## src/rtl/mem_wb_pkg.sv

```systemverilog
// Shared definitions for the MEM/WB stage: bus widths, load-type encoding and
// the alignment rule that decides whether a load is allowed to write back.
package mem_wb_pkg;

    localparam int REG_BUS      = 32;
    localparam int REG_ADDR_BUS = 5;

    localparam logic        ENABLE  = 1'b1;
    localparam logic        DISABLE = 1'b0;
    localparam logic [31:0] ZERO32  = 32'h0000_0000;

    // Load type carried on mem_ldop (LdOpBus = 2:0)
    typedef enum logic [2:0] {
        LD_NONE = 3'd0,
        LD_LB   = 3'd1,
        LD_LBU  = 3'd2,
        LD_LH   = 3'd3,
        LD_LHU  = 3'd4,
        LD_LW   = 3'd5
    } ld_op_e;

    // Halfwords need an even offset, words need offset zero; bytes always fit.
    function automatic logic is_misaligned(input logic [2:0] ldop, input logic [1:0] off);
        logic bad;
        bad = DISABLE;
        case (ldop)
            LD_LH, LD_LHU: bad = off[0];
            LD_LW:         bad = (off != 2'd0);
            default:       bad = DISABLE;
        endcase
        return bad;
    endfunction

endpackage

```

## src/rtl/hilo_reg.sv

```systemverilog
// Architectural HI/LO register pair. Written whenever the write-back stage
// presents a HI/LO write; stall does not gate it because a held entry simply
// rewrites the same values.
module hilo_reg
    import mem_wb_pkg::*;
(
    input  logic        clk,
    input  logic        reset_n,
    input  logic        we,
    input  logic [31:0] hi_i,
    input  logic [31:0] lo_i,
    output logic [31:0] hi_o,
    output logic [31:0] lo_o
);

    // Store HI/LO on a write request; cleared by asynchronous reset.
    always_ff @(posedge clk or negedge reset_n) begin
        if (!reset_n) begin
            hi_o <= ZERO32;
            lo_o <= ZERO32;
        end else if (we == ENABLE) begin
            hi_o <= hi_i;
            lo_o <= lo_i;
        end
    end

endmodule

```

## src/rtl/mem_wb.sv

```systemverilog
// MEM/WB pipeline register for the 5-stage MIPS core. Formats load data
// (big-endian byte/halfword extraction with sign/zero extension), drives the
// register-file write port one cycle after MEM, and owns the HI/LO pair with
// forwarding of a pending HI/LO write.
module mem_wb
    import mem_wb_pkg::*;
(
    input  logic        clk,
    input  logic        reset_n,
    input  logic        stall,
    input  logic        flush,
    input  logic [4:0]  mem_wd,
    input  logic        mem_wreg,
    input  logic [31:0] mem_wdata,
    input  logic [2:0]  mem_ldop,
    input  logic [1:0]  mem_addr_lo,
    input  logic [31:0] mem_rdata,
    input  logic        mem_whilo,
    input  logic [31:0] mem_hi,
    input  logic [31:0] mem_lo,
    output logic        wb_we,
    output logic [4:0]  wb_waddr,
    output logic [31:0] wb_wdata,
    output logic        wb_whilo,
    output logic [31:0] wb_hi,
    output logic [31:0] wb_lo,
    output logic [31:0] hi_o,
    output logic [31:0] lo_o,
    output logic        addr_err
);

    logic [31:0] stored_hi;
    logic [31:0] stored_lo;
    logic [31:0] fmt_data;
    logic        fmt_err;
    logic        fmt_we;

    // Sign-extend a byte by widening it as a signed quantity.
    function automatic logic [31:0] sext8(input logic signed [7:0] v);
        logic signed [31:0] w;
        w = v;
        return w;
    endfunction

    // Sign-extend a halfword by widening it as a signed quantity.
    function automatic logic [31:0] sext16(input logic signed [15:0] v);
        logic signed [31:0] w;
        w = v;
        return w;
    endfunction

    // Build the write-back value for one entry. Offset 0 is the most
    // significant byte (big-endian). Unused load codes behave like NONE.
    function automatic logic [31:0] format_load(
        input logic [2:0]  ldop,
        input logic [1:0]  off,
        input logic [31:0] rdata,
        input logic [31:0] alu
    );
        logic [7:0]  sel_b;
        logic [15:0] sel_h;
        logic [31:0] res;
        case (off)
            2'd0:    sel_b = rdata[31:24];
            2'd1:    sel_b = rdata[23:16];
            2'd2:    sel_b = rdata[15:8];
            default: sel_b = rdata[7:0];
        endcase
        sel_h = off[1] ? rdata[15:0] : rdata[31:16];
        case (ldop)
            LD_LB:   res = sext8(sel_b);
            LD_LBU:  res = {24'h000000, sel_b};
            LD_LH:   res = sext16(sel_h);
            LD_LHU:  res = {16'h0000, sel_h};
            LD_LW:   res = rdata;
            default: res = alu;
        endcase
        return res;
    endfunction

    // Format the incoming entry; a misaligned load neither writes nor carries data,
    // and r0 is never written.
    always_comb begin
        fmt_err  = is_misaligned(mem_ldop, mem_addr_lo);
        fmt_data = fmt_err ? ZERO32 : format_load(mem_ldop, mem_addr_lo, mem_rdata, mem_wdata);
        fmt_we   = mem_wreg && !fmt_err && (mem_wd != 5'd0);
    end

    // Stage register: flush clears, stall holds, otherwise capture the formatted entry.
    always_ff @(posedge clk or negedge reset_n) begin
        if (!reset_n) begin
            wb_we    <= DISABLE;
            wb_waddr <= 5'd0;
            wb_wdata <= ZERO32;
            wb_whilo <= DISABLE;
            wb_hi    <= ZERO32;
            wb_lo    <= ZERO32;
            addr_err <= DISABLE;
        end else if (flush) begin
            wb_we    <= DISABLE;
            wb_waddr <= 5'd0;
            wb_wdata <= ZERO32;
            wb_whilo <= DISABLE;
            wb_hi    <= ZERO32;
            wb_lo    <= ZERO32;
            addr_err <= DISABLE;
        end else if (!stall) begin
            wb_we    <= fmt_we;
            wb_waddr <= mem_wd;
            wb_wdata <= fmt_data;
            wb_whilo <= mem_whilo;
            wb_hi    <= mem_hi;
            wb_lo    <= mem_lo;
            addr_err <= fmt_err;
        end
    end

    hilo_reg u_hilo (
        .clk     (clk),
        .reset_n (reset_n),
        .we      (wb_whilo),
        .hi_i    (wb_hi),
        .lo_i    (wb_lo),
        .hi_o    (stored_hi),
        .lo_o    (stored_lo)
    );

    // Forward a pending HI/LO write so execute sees it before it is stored.
    always_comb begin
        hi_o = wb_whilo ? wb_hi : stored_hi;
        lo_o = wb_whilo ? wb_lo : stored_lo;
    end

endmodule

```

## config.mk

```make
export PLATFORM = sky130hd
export DESIGN_NAME = mem_wb
export DESIGN_NICKNAME = d
export VERILOG_FILES = /design/src/rtl/mem_wb_pkg.sv /design/src/rtl/hilo_reg.sv /design/src/rtl/mem_wb.sv
export SDC_FILE = /design/constraint.sdc
export NUM_CORES = 1
export LEC_CHECK = 0
export CORE_MARGIN = 8
export CORE_UTILIZATION = 47
export DETAILED_ROUTE_END_ITERATION = 16
export PLACE_DENSITY = 0.94
export SETUP_SLACK_MARGIN = 0.05
export SLEW_MARGIN = 40
export SYNTH_ARGS = -nofsm -noshare
export SYNTH_HDL_FRONTEND = slang
export SYNTH_SLANG_ARGS = --single-unit
```

## constraint.sdc

```tcl
create_clock -name clk -period 5.2 [get_ports clk]
set_clock_uncertainty 0.2 [all_clocks]
set_input_delay 0.52 -clock clk [delete_from_list [all_inputs] [get_ports clk]]
set_output_delay 0.52 -clock clk [all_outputs]
set_load 0.01 [all_outputs]
```

# Word-level counts from Yosys, hierarchy flattened
# Index checks and enable logic that the tools add are counted.
[totals]
ff_bits = 168
out_inout_bits = 168
[op_classes]
muxes = 21
eq_ne = 8
n_reduce_logical = 7
[op_table]
columns = ["op", "count"]
rows = [
  ["32-bit two-way mux", 9],
  ["32-bit one-hot mux with 5 select lines", 1],
  ["8-bit one-hot mux with 3 select lines", 1],
  ["16-bit two-way mux", 1],
  ["5-bit two-way mux", 2],
  ["3-bit by 2-bit == test with 1-bit output, second input constant", 2],
  ["3-bit == test, second input constant", 2],
  ["1-bit two-way mux", 6],
  ["5-bit nonzero test", 1],
  ["3-bit by 1-bit == test with 1-bit output, second input constant", 1],
  ["2-bit by 1-bit == test with 1-bit output, second input constant", 1],
  ["2-bit == test, second input constant", 1],
  ["1-bit logical AND", 2],
  ["2-bit zero test", 1],
  ["2-bit by 1-bit != test with 1-bit output, second input constant", 1],
  ["1-bit one-hot mux with 2 select lines", 1],
  ["2-bit nonzero test", 1],
  ["2-bit OR reduction", 1],
  ["1-bit zero test", 1],
]

# Logic depth before layout (Yosys ltp)
[logic_depth]
ltp_word = 8
depth_mapped = 7
depth_no_buf = 4

# By module
# Synthesis repeated with hierarchy kept, for this count alone.
[hier_totals]
hier_cells = 750
hier_area_um2 = 8837.2
[by_module_without_submodules]
columns = ["mod", "area_each_um2", "n_inst", "seq_area_each_um2", "cells_per_inst"]
rows = [
  ["mem_wb", 6158.4, 1, 2602.5, 615],
  ["hilo_reg", 2678.8, 1, 1601.5, 135],
]

# Least setup slack after synthesis
# No wires, ideal clock.
[synth_path]
path_type = "reg-to-output"
start = "register wb_whilo"
end = "output lo_o[22]"
stages_incl_launch_ff = 4
slack_ps = 3033
arrival_ps = 1447
path_cell_list = "dfrtp_1 > clkbuf_1 > clkbuf_1 > mux2_2"
[synth_via]
elab_chain_len = 1
[synth_rtl]
columns = ["element", "line_no", "text"]
rows = [
  ["start: declaration", "mem_wb.sv:24", "output logic wb_whilo,"],
  ["start signal: assignment", "mem_wb.sv:111", "wb_whilo <= mem_whilo;"],
  ["32-bit two-way mux", "-", ""],
  ["end: declaration", "mem_wb.sv:28", "output logic [31:0] lo_o,"],
]
# No other way between the ends.

# Final worst setup path
[layout_path]
start = "register wb_whilo"
end = "output hi_o[26]"
[layout_via]
elab_chain_len = 1
[layout_rtl]
columns = ["element", "line_no", "text"]
rows = [
  ["32-bit two-way mux", "-", ""],
  ["end: declaration", "mem_wb.sv:27", "output logic [31:0] hi_o,"],
]
# No other way between the ends.

==> results.json <==
{
  "setup_viol": 0,
  "finalWirelength_um": 26160,
  "critical-path-top-delay-family": "buffers and inverters",
  "timing.rr.end": "u_hilo.hi_o[26]$_DFF_PN0_",
  "hold_buffers": 0,
  "fmax_mhz": 287.6,
  "htree_levels": 4,
  "endpoint": "hi_o[26]",
  "tritoncts": "done",
  "holdWs_ps": 281.6,
  "clk_pin_slew_ps": 70,
  "vias_per_cell": 5.661,
  "place_hpwl_um": 19240,
  "crit_arrival_ps": 2760,
  "yosysUniqueCellTypes": 53,
  "drcViolationCount": 0,
  "startpoint_type": "register",
  "outcome": "finished, final reports clean",
  "slew_viol_final": 0,
  "ctsResizeCount": 0,
  "crit_type": "reg2out",
  "cp_num_cells": 3,
  "wl_per_cell_um": 21.82,
  "io_pins": 312,
  "detail-route-antenna-nets": 0,
  "fin_crit_ps": 3477,
  "hold_path.class": "reg2reg",
  "power_density_mw_per_mm2": 301.5,
  "grt_pass1_vias": 7036,
  "coreArea_mm2": 0.01647,
  "rows": 47,
  "final_hold_viol_count": 0,
  "worstMarginPinSlew_ps": 811.6,
  "max_stage_delay_ps": 790,
  "grt_overflow_total": 0,
  "nNetsFinal": 1109,
  "fillers": 1152,
  "clockPowerShare": 0.346,
  "leakagePower_nw": 5.124,
  "drive_above_1_share": 0.1288,
  "place.gp.congestion": 0.9294,
  "synth-seq-cells": 168,
  "yosysWarnings": 0,
  "cpMaxStageDelayCell": "dfrtp_2",
  "vias": 6788,
  "cts_sinks": 168,
  "r2r_slack_ps": 3050,
  "syn-cell-area_mm2": 0.007844,
  "grt_pass1_wl_um": 41280,
  "yosysSeqAreaShare": 0.5360,
  "cts_buffers": 17,
  "area_growth_pct": 48.36,
  "post_cts_buffers": 0,
  "cp_data_required_time_ps": 4480,
  "peakVddDrop_mv": 0.2069,
  "cp_max_fo": 39,
  "synth_cells": 678,
  "clock_latency_ps": 410,
  "grt_max_degree": 96,
  "seqPwrFrac": 0.423,
  "finalCritPeriodShare": 0.6686,
  "clk_path_buf_depth": 2,
  "postSynth.asyncResetShare": 1.000,
  "portBuffers": 311,
  "slew_headroom": 0.4589,
  "synth_edf_count": 0,
  "antenna_found_initial": 1,
  "rsz0062_at_grt": "no",
  "p_comb_frac": 0.231,
  "syn-mean-instance-area_um2": 11.57,
  "setup-tns-final_ps": 0,
  "cp_cell_sequence": "buf_4, mux2_2, clkdlybuf4s50_1",
  "track_usage": 0.2455,
  "cp-end-kind": "output pin",
  "die_area_mm2": 0.02108,
  "cp.buffers_inverters": 2,
  "p_sw_mw": 1.002,
  "first_pass_iters": 5,
  "r2r_cells": 2,
  "critPathLaunch": "wb_whilo$_DFFE_PN0P_",
  "clockRootBuffer": "clkbuf_16",
  "maxCapViolations": 0,
  "die_y_um": 145.2,
  "p_int_mw": 2.506,
  "timing.rr.start": "wb_whilo$_DFFE_PN0P_",
  "ys.flop_type": "dfrtp_1",
  "syn-num-nets": 822,
  "start_util": 0.4764,
  "die_x_um": 145.2,
  "holdPathStages": 2,
  "first_iter_violations": 462,
  "p_sw_frac": 0.2856
}
## worst min path at each step
stage	startpoint	to	slack (ps)
final	wb_wdata[14]$_DFFE_PN0P_	wb_wdata[14]$_DFFE_PN0P_	280
after CTS	reset_n	wb_waddr[3]$_DFFE_PN0P_	20
after global placement	wb_wdata[15]$_DFFE_PN0P_	wb_wdata[15]$_DFFE_PN0P_	260
after floorplan	reset_n	addr_err$_DFFE_PN0P_	20
after global routing	wb_wdata[20]$_DFFE_PN0P_	wb_wdata[20]$_DFFE_PN0P_	300
after detailed placement	wb_wdata[14]$_DFFE_PN0P_	wb_wdata[14]$_DFFE_PN0P_	270
## layout make-up
cell class	count	area, um2	area share
repair buffers	322	3194	0.2745
diodes	1	2.502	0.0002150
multi-input cells	449	3352	0.2880
inverters	7	26.28	0.002258
clock inverters	15	156.4	0.01344
flip-flops and latches	168	4205	0.3614
clock buffers	17	425.4	0.03656
well taps	220	275.3	0.02365
## stage by stage
stage          cell area [um2]  setup WS [ps]  instances    util  total power [mW]
2_1_floorplan             7844           3033        678       -             1.837
3_3_place_gp             11030           1832       1165  0.6701             2.289
3_5_place_dp             11040           1960       1165  0.6704             2.317
4_1_cts                  11620           1692       1197  0.7058             3.536
5_1_grt                  11640           1596       1199  0.7068             3.657
6_report                 11640           1723       1199  0.7068             3.509
## registers in the layout, indices dropped and copies added (netlist names)
| signal | flops |
|---|---|
| addr_err | 1 |
| u_hilo.hi_o | 32 |
| u_hilo.lo_o | 32 |
| wb_hi | 32 |
| wb_lo | 32 |
| wb_waddr | 5 |
| wb_wdata | 32 |
| wb_we | 1 |
| wb_whilo | 1 |
## worst register-to-register path: stages (launching register included)
cell	delay, ps
dfrtp_2	790
buf_4	560
mux2_2	470
## cells in the mapped netlist (2+ instances only)
cell / count / area share
a211oi_1: 9 / 0.0086
a21oi_1: 8 / 0.0051
a221o_1: 5 / 0.0064
a221oi_1: 2 / 0.0022
a22o_1: 13 / 0.015
a311oi_1: 17 / 0.019
and2_1: 5 / 0.0040
and3_1: 2 / 0.0016
and3b_1: 2 / 0.0022
buf_1: 2 / 0.00096
buf_2: 24 / 0.015
buf_4: 4 / 0.0038
buf_6: 3 / 0.0043
clkbuf_1: 21 / 0.010
dfrtp_1: 168 / 0.54
inv_1: 7 / 0.0034
mux2_2: 70 / 0.10
mux2i_1: 82 / 0.10
nand2_1: 39 / 0.019
nand2b_1: 3 / 0.0024
nand3_1: 2 / 0.0013
nand3b_1: 2 / 0.0019
nor2_1: 73 / 0.035
nor2b_1: 7 / 0.0056
nor3b_1: 4 / 0.0038
o211ai_1: 3 / 0.0029
o21ai_0: 51 / 0.033
o21ai_1: 10 / 0.0064
o221ai_1: 5 / 0.0056
o22ai_1: 11 / 0.0088
xor2_1: 2 / 0.0022
## layout by cell type, fill, tap and decap left out, types with 6 or more instances in the layout
master and instances:
a211oi_1 9, a21oi_1 8, a22o_1 13, a311oi_1 17, buf_4 10, clkbuf_16 17, clkdlybuf4s50_1 307, dfrtp_1 167
inv_1 7, mux2_2 70, mux2i_1 82, nand2_1 39, nor2_1 73, nor2b_1 6, o21ai_0 51, o21ai_1 10
o22ai_1 10
## power groups by stage
stage | clock, mW | combinational (mW) | sequential, mW
2_1_floorplan | 0 | 0.325 | 1.51
3_3_place_gp | 0 | 0.791 | 1.50
3_5_place_dp | 0 | 0.810 | 1.51
4_1_cts | 1.24 | 0.815 | 1.48
5_1_grt | 1.29 | 0.866 | 1.50
6_report | 1.21 | 0.812 | 1.48
## layer usage
layer  up-vias  track usage  part of all wire
met2       361       0.4093              0.49
met3        70      0.06188             0.075
met4         0       0.1270             0.041
li1       3033            -                 -
met5         -            0                 0
met1      3324       0.2892              0.39
## cells by family after synthesis
logic type	Yosys count	synth area share
AOI/OAI and AO/OA	144	0.1263
buffers and inverters	61	0.03781
xor gates and xnor gates	2	0.002234
and+or+nand+nor	148	0.08454
muxes	155	0.2131
DFF	168	0.5360
Power figures use the tool's default switching activity.
